<file path="src/rtl/uart_rx.sv">
// 8N1 UART receiver: 2-flop synchronizer, mid-bit sampling FSM, held data bus with level ready.
// Ready is cleared only by reset or by a confirmed start bit of the next frame.
module uart_rx #(
    parameter int unsigned CLK_PER_BIT = 100
) (
    input  logic       clk,
    input  logic       rst,
    input  logic       rx,
    output logic       ready,
    output logic [7:0] data
);

    localparam int unsigned CntW = $clog2(CLK_PER_BIT) + 1;
    localparam logic [CntW-1:0] HalfM1 = CntW'(CLK_PER_BIT / 2 - 1);
    localparam logic [CntW-1:0] FullM1 = CntW'(CLK_PER_BIT - 1);

    typedef enum logic [1:0] {StIdle, StStart, StData, StStop} state_e;

    logic            rx_meta_q, rxs_q;
    state_e          state_q, state_d;
    logic [CntW-1:0] cnt_q, cnt_d;
    logic [2:0]      bit_q, bit_d;
    logic [7:0]      shift_q, shift_d;
    logic            ready_q, ready_d;
    logic [7:0]      data_q, data_d;

    always_ff @(posedge clk) begin
        if (rst) begin
            rx_meta_q <= 1'b1;
            rxs_q     <= 1'b1;
            state_q   <= StIdle;
            cnt_q     <= '0;
            bit_q     <= '0;
            shift_q   <= '0;
            ready_q   <= 1'b0;
            data_q    <= '0;
        end else begin
            rx_meta_q <= rx;
            rxs_q     <= rx_meta_q;
            state_q   <= state_d;
            cnt_q     <= cnt_d;
            bit_q     <= bit_d;
            shift_q   <= shift_d;
            ready_q   <= ready_d;
            data_q    <= data_d;
        end
    end

    always_comb begin
        state_d = state_q;
        cnt_d   = cnt_q;
        bit_d   = bit_q;
        shift_d = shift_q;
        ready_d = ready_q;
        data_d  = data_q;
        case (state_q)
            StIdle: begin
                cnt_d = '0;
                if (!rxs_q) state_d = StStart;
            end
            StStart: begin
                // Mid-start sample: a high line here means the low level was a glitch.
                if (cnt_q == HalfM1) begin
                    cnt_d = '0;
                    if (!rxs_q) begin
                        ready_d = 1'b0;
                        bit_d   = '0;
                        state_d = StData;
                    end else begin
                        state_d = StIdle;
                    end
                end else begin
                    cnt_d = cnt_q + CntW'(1);
                end
            end
            StData: begin
                if (cnt_q == FullM1) begin
                    cnt_d          = '0;
                    shift_d[bit_q] = rxs_q;
                    if (bit_q == 3'd7) state_d = StStop;
                    else               bit_d   = bit_q + 3'd1;
                end else begin
                    cnt_d = cnt_q + CntW'(1);
                end
            end
            StStop: begin
                // Leaving at mid-stop lets a start bit directly after the stop bit be caught.
                if (cnt_q == FullM1) begin
                    cnt_d   = '0;
                    state_d = StIdle;
                    if (rxs_q) begin
                        data_d  = shift_q;
                        ready_d = 1'b1;
                    end
                end else begin
                    cnt_d = cnt_q + CntW'(1);
                end
            end
            default: state_d = StIdle;
        endcase
    end

    assign ready = ready_q;
    assign data  = data_q;

endmodule

</file>
<file path="config.mk">
export PLATFORM = sky130hd
export DESIGN_NAME = uart_rx
export DESIGN_NICKNAME = d
export VERILOG_FILES = /design/src/rtl/uart_rx.sv
export SDC_FILE = /design/constraint.sdc
export NUM_CORES = 1
export LEC_CHECK = 0
export ABC_AREA = 1
export BUFFER_PORTS_ARGS = -buffer_cell sky130_fd_sc_hd__buf_2
export CAP_MARGIN = 10
export CORE_UTILIZATION = 57
export DETAILED_ROUTE_END_ITERATION = 7
export GPL_ROUTABILITY_DRIVEN = 0
export PLACE_DENSITY = 0.77
export SLEW_MARGIN = 40
export SYNTH_ARGS = -nofsm -noshare
export SYNTH_HDL_FRONTEND = slang
export SYNTH_SLANG_ARGS = --single-unit
</file>
<file path="constraint.sdc">
create_clock -name clk -period 1.9 [get_ports clk]
set_input_delay 0.38 -clock clk [delete_from_list [all_inputs] [get_ports clk]]
set_output_delay 0.38 -clock clk [all_outputs]
set_load 0.1 [all_outputs]
</file>
# Yosys cells after proc, flatten, opt, wreduce, memory -nomap -nowiden
# Index checks and enable logic that the tools add are counted.
dict set report classes {
  reduce_logical 10
  order_cmp 2
  add_sub_neg 2
  n_eq_ne 14
  mux 23
}
# operator count
set op_table {}
lappend op_table {{8-bit case mux with 3 select lines} 1}
lappend op_table {{8-bit 2-to-1 mux} 2}
lappend op_table {{2-bit inequality test (second input constant)} 8}
lappend op_table {{5-bit AND reduction} 3}
lappend op_table {{2-bit 2-to-1 mux} 6}
lappend op_table {{3-bit 2-to-1 mux} 4}
lappend op_table {{8-bit by 1-bit adder with 8-bit output (second input constant)} 1}
lappend op_table {{8-bit bitwise mux} 1}
lappend op_table {{8-bit by 6-bit == test with 1-bit output (second input constant)} 1}
lappend op_table {{8-bit by 7-bit == test with 1-bit output (second input constant)} 1}
lappend op_table {{2-bit case mux with 4 select lines} 1}
lappend op_table {{3-bit case mux with 2 select lines} 1}
lappend op_table {{1-bit 2-to-1 mux} 5}
lappend op_table {{2-bit == test (second input constant)} 2}
lappend op_table {{3-bit by 4-bit less-than comparator with 1-bit output (second input constant)} 1}
lappend op_table {{2-bit nonzero test} 2}
lappend op_table {{3-bit by 1-bit adder with 3-bit output (second input constant)} 1}
lappend op_table {{1-bit demux with 3-bit select} 1}
lappend op_table {{3-bit == test (second input constant)} 1}
lappend op_table {{3-bit by 1-bit greater-or-equal comparator with 1-bit output (second input constant)} 1}
lappend op_table {{3-bit AND reduction} 1}
lappend op_table {{2-bit by 1-bit == test with 1-bit output (second input constant)} 1}
lappend op_table {{2-bit zero test} 1}
lappend op_table {{1-bit case mux with 2 select lines} 1}
lappend op_table {{3 further kinds} 3}
dict set report totals {
  ff_bits 32
  inputBits 3
}

# Logic depth before layout (Yosys ltp)
dict set report depth {
  ltp_word 5
  depth_mapped 11
}

# Worst setup path before layout
# OpenSTA, ideal clock, no wires.
dict set report synth_timing {
  kind {register to register}
  start {register cnt_q[0]}
  end {register data_q[6], in the netlist data[6]}
  path_slack_ns 0.432
  n_path_buf 1
  stages_incl_launch_ff 9
  t_required_ns 1.833
  arrival_time_ns 1.401
  path_cell_list {dfxtp_1 -> ha_1 -> nand2_1 -> nor2_1 -> nand2_4 -> nor3_4 -> buf_6 -> o21ai_2 -> a21oi_2}
}
dict set report synth_between {
  elab_chain_len 2
}
# item line
set synth_rtl {}
lappend synth_rtl {{from (decl)} 21} ;# logic [CntW-1:0] cnt_q, cnt_d;
lappend synth_rtl {{from (signal assigned)} 41} ;# cnt_q <= cnt_d;
lappend synth_rtl {{8-bit by 7-bit == test with 1-bit output} 88} ;# if (cnt_q == FullM1) begin
lappend synth_rtl {{3-bit AND reduction (no source line)} -}
lappend synth_rtl {{to (signal assigned)} 45} ;# data_q <= data_d;
lappend synth_rtl {{to (decl)} 25} ;# logic [7:0] data_q, data_d;
# Every way passes these cells.
# A chain may end at the register's enable or synchronous reset.

# Final worst setup path
dict set report layout_timing {
  start {register cnt_q[0]}
  end {register cnt_q[7]}
}
dict set report layout_between {
  elab_chain_len 3
}
# item line
set layout_rtl {}
lappend layout_rtl {{8-bit by 1-bit adder with 8-bit output (tied with other cells)} {73, 83, 96}}
lappend layout_rtl {{8-bit 2-to-1 mux (on tied branches)} {77, 88, 63}}
lappend layout_rtl {{8-bit case mux with 3 select lines *} 56} ;# case (state_q)
# Mark *: on every way between the ends. The rest lies on a longest branch, timed or not.

==> metrics <==
Peak VDD IR=0.689 mV; Storage cell area=about 640 µm²; Yosys warning count=0; die span in y=around 52 µm; fin crit share=between 80% and 90%; minimum clock period=about 1.6 ns; status=finished clean; Clock transition at path regs=about 0.090 ns; Antenna Cells=0; global-route wire length before repair=about 4.3 mm; CP peak stage delay=~0.38 ns; Psw=260 µW; clock latency on the worst-skew pair=0.33 ns; Area Growth Syn to Fin=11.6%; Syn Nets=194; clk buf depth=2; Worst Reg-to-Reg Cells=8; layout cells sized above 1=between 10% and 20%; CP Class=flop to flop; Primary FF master, synth=dfxtp_1; Async SR Flop Fraction=0%; CTS tree=built; reg2reg start=cnt_q[0]; #FFs+latches synth=32; reg2reg end=cnt_q[7]; fillers=between 150 and 200; TritonRoute pass-1 iters=4; cell taking the most area after synthesis=dfxtp_1; area of the multi-input gates=~640 µm²; H-tree levels=2; pin count of the biggest net entering global routing=17; syn avg cell area=roughly 7.6 µm²; RSZ-0062 raised after global routing=no; number of I/O port buffers=11; number of global-route vias before repair=roughly 1100; Clock Power Share=40.6%; Sw Ratio=between 20% and 30%; min-delay worst type=input port to flop; post-CTS resize count=0; num rows=17; Yosys cell types=28; GRT Overall Usage=a little under a quarter; grt ovf=0; via density per instance=just over 5; hold worst-path end=rx_meta_q; Max Cap Violations=0; chip width=between 50 and 60 µm; DR DRC count=0; Hold Vio Cnt, Final=0; antenna viol nets, final=0; final net count=211; Root Buffer=clkbuf_4; Avg WL per Cell=roughly 11 µm; CP Launch Type=flop; total CTS buffers=5; Int Pwr=966 µW; sequential share of power=55.7%; num ports=12; Pwr Total=approximately 1.2 mW; share of the yosys chip area belonging to registers=between 40% and 50%; f_max=634 MHz; worst rel slew slack=67.5%; DRT iter0 DRCs=24; vias=about 1200; Pleak=around 0.7 nW; share of the synthesized area in the top cell type=between 40% and 50%; Post-CTS Setup Bufs=0; worst-path cell with the longest stage delay=dfxtp_1; Post-CTS Hold Buffers=0; fin. max-slew vios=0; CP required=~2.1 ns; Worst R2R Setup Slack=between 0.3 and 0.4 ns; Clock Sinks=32; initial antenna violation count=0; Synth area leaders=dfxtp_1, nand2_1, a21oi_1, inv_1, nor2_1; initial core utilization=62.5%; HP Start=rx; DRT Wirelength=between 2 and 3 mm; core area=about 2300 µm²; number of flops mapped to enable cells by yosys=0; Cell Area, Synth=roughly 1400 µm²; Comb power frac=3.7%; WP data arrival=1.79 ns; Critical Path Most Common Cell=nand2_1; crit path cell chain=ha_1 > nand2_1 > nor2_1 > nand2_4 > inv_1 > o21ai_1 > nand2_1 > nor3_1; Max Fanout on Critical Path=8; die area=between 2000 and 3000 µm²; hold path depth=2; hpwl dp=1.92 mm; measured slew at the worst slew-check pin=about 0.49 ns; Power Density=around 770 nW/µm²; CP endpoint kind=flop; Fin Setup TNS=0 ns; Synth Instances=187; Final Skew=~0.013 ns; Final setup viols=0
-- cell type report --
class / count / share of cell area (%)
repair buffers: 14 / 4.89
flip-flops and latches: 32 / 40.4
multi-input cells: 121 / 40.6
well taps: 28 / 2.21
inverters: 30 / 7.10
clock inverters: 2 / 2.21
clock buffers: 6 / 2.60
-- synth_stat cells (2+ instances only) --
master / count
a21oi_1: 18
clkbuf_1: 2
dfxtp_1: 32
ha_1: 4
inv_1: 23
inv_2: 7
nand2_1: 32
nand3_1: 12
nor2_1: 19
nor2_4: 2
nor3_1: 2
o21a_1: 4
o21ai_0: 9
o21ai_1: 4
or2_2: 2
xnor2_1: 2
xor2_1: 2
-- layer usage --
layer	vias up	global-route usage (%)	routed length, µm
met5	-	0	0
met4	0	14.9	72
met3	7	6.14	96
met2	22	34.0	1100
met1	536	27.9	1330
li1	630	-	-
-- state kept, by name (all words and copies together), names as in the netlist, named ones only --
name	cells
cnt_q	8
data	8
shift_q	8
bit_q	3
rxs_q	1
ready	1
state_q	1
rx_meta_q	1
-- placed cells by master (no fill, tap or decap), drive strengths merged --
master	Yosys	final
o21ai	14	14
o21a	4	4
buf	2	14
xnor2	2	2
ha	4	4
xor2	2	2
a31oi	1	1
nand4	1	1
inv	30	30
nand2	34	34
dfxtp	32	32
nor3b	1	1
nor3	3	3
clkbuf	2	6
a21oi	19	19
nand3	12	12
or2	2	2
nor2	22	22
clkinv	0	1
bufinv	0	1
-- worst max-delay path by stage --
stage | cells past startpoint | from | to
floorplan | 8 | cnt_q[0] | data[6]
global placement | 8 | cnt_q[0] | data[2]
detailed placement | 8 | cnt_q[0] | cnt_q[7]
CTS | 8 | cnt_q[0] | cnt_q[7]
global route | 8 | cnt_q[0] | cnt_q[3]
finish | 8 | cnt_q[0] | cnt_q[7]
-- cell families (layout without fill, tap and decap cells) --
family          Yosys count  in the layout  synth area share (%)
simple gates             75             75                  24.6
compound gates           38             38                  14.7
buf+inv                  34             52                  9.60
flops                    32             32                  45.1
fa+ha+maj                 4              4                  3.52
xor+xnor                  4              4                  2.47
-- metrics by stage --
stage / cells / hold slack [ns] / worst slack (ns) / util, % / area [µm²]
detailed placement: 225 / 0.402 / 0.315 / 66.4 / 1510
finish: 233 / 0.225 / 0.324 / 69.7 / 1590
floorplan: 187 / 0.389 / 0.432 / - / 1420
global route: 233 / 0.208 / 0.169 / 69.7 / 1590
CTS: 233 / 0.212 / 0.312 / 69.7 / 1590
global placement: 225 / 0.399 / 0.377 / 66.4 / 1510
-- critical path: cells and delay by family, from the launching register on --
family                   cells  cell delay, ns
AO/OA/AOI/OAI                1            0.08
adder cells (fa/ha/maj)      1            0.23
buffers and inverters        1            0.13
flip-flops                   1            0.38
AND/OR/NAND/NOR              5            0.66
-- power groups by stage --
stage | combinational (mW) | clock (mW) | sequential (mW)
finish | 0.0454 | 0.498 | 0.682
global route | 0.0513 | 0.543 | 0.684
detailed placement | 0.0449 | 0 | 0.698
CTS | 0.0451 | 0.513 | 0.682
floorplan | 0.0348 | 0 | 0.696
global placement | 0.0436 | 0 | 0.697
No activity file was read; power rests on OpenSTA's default activity.
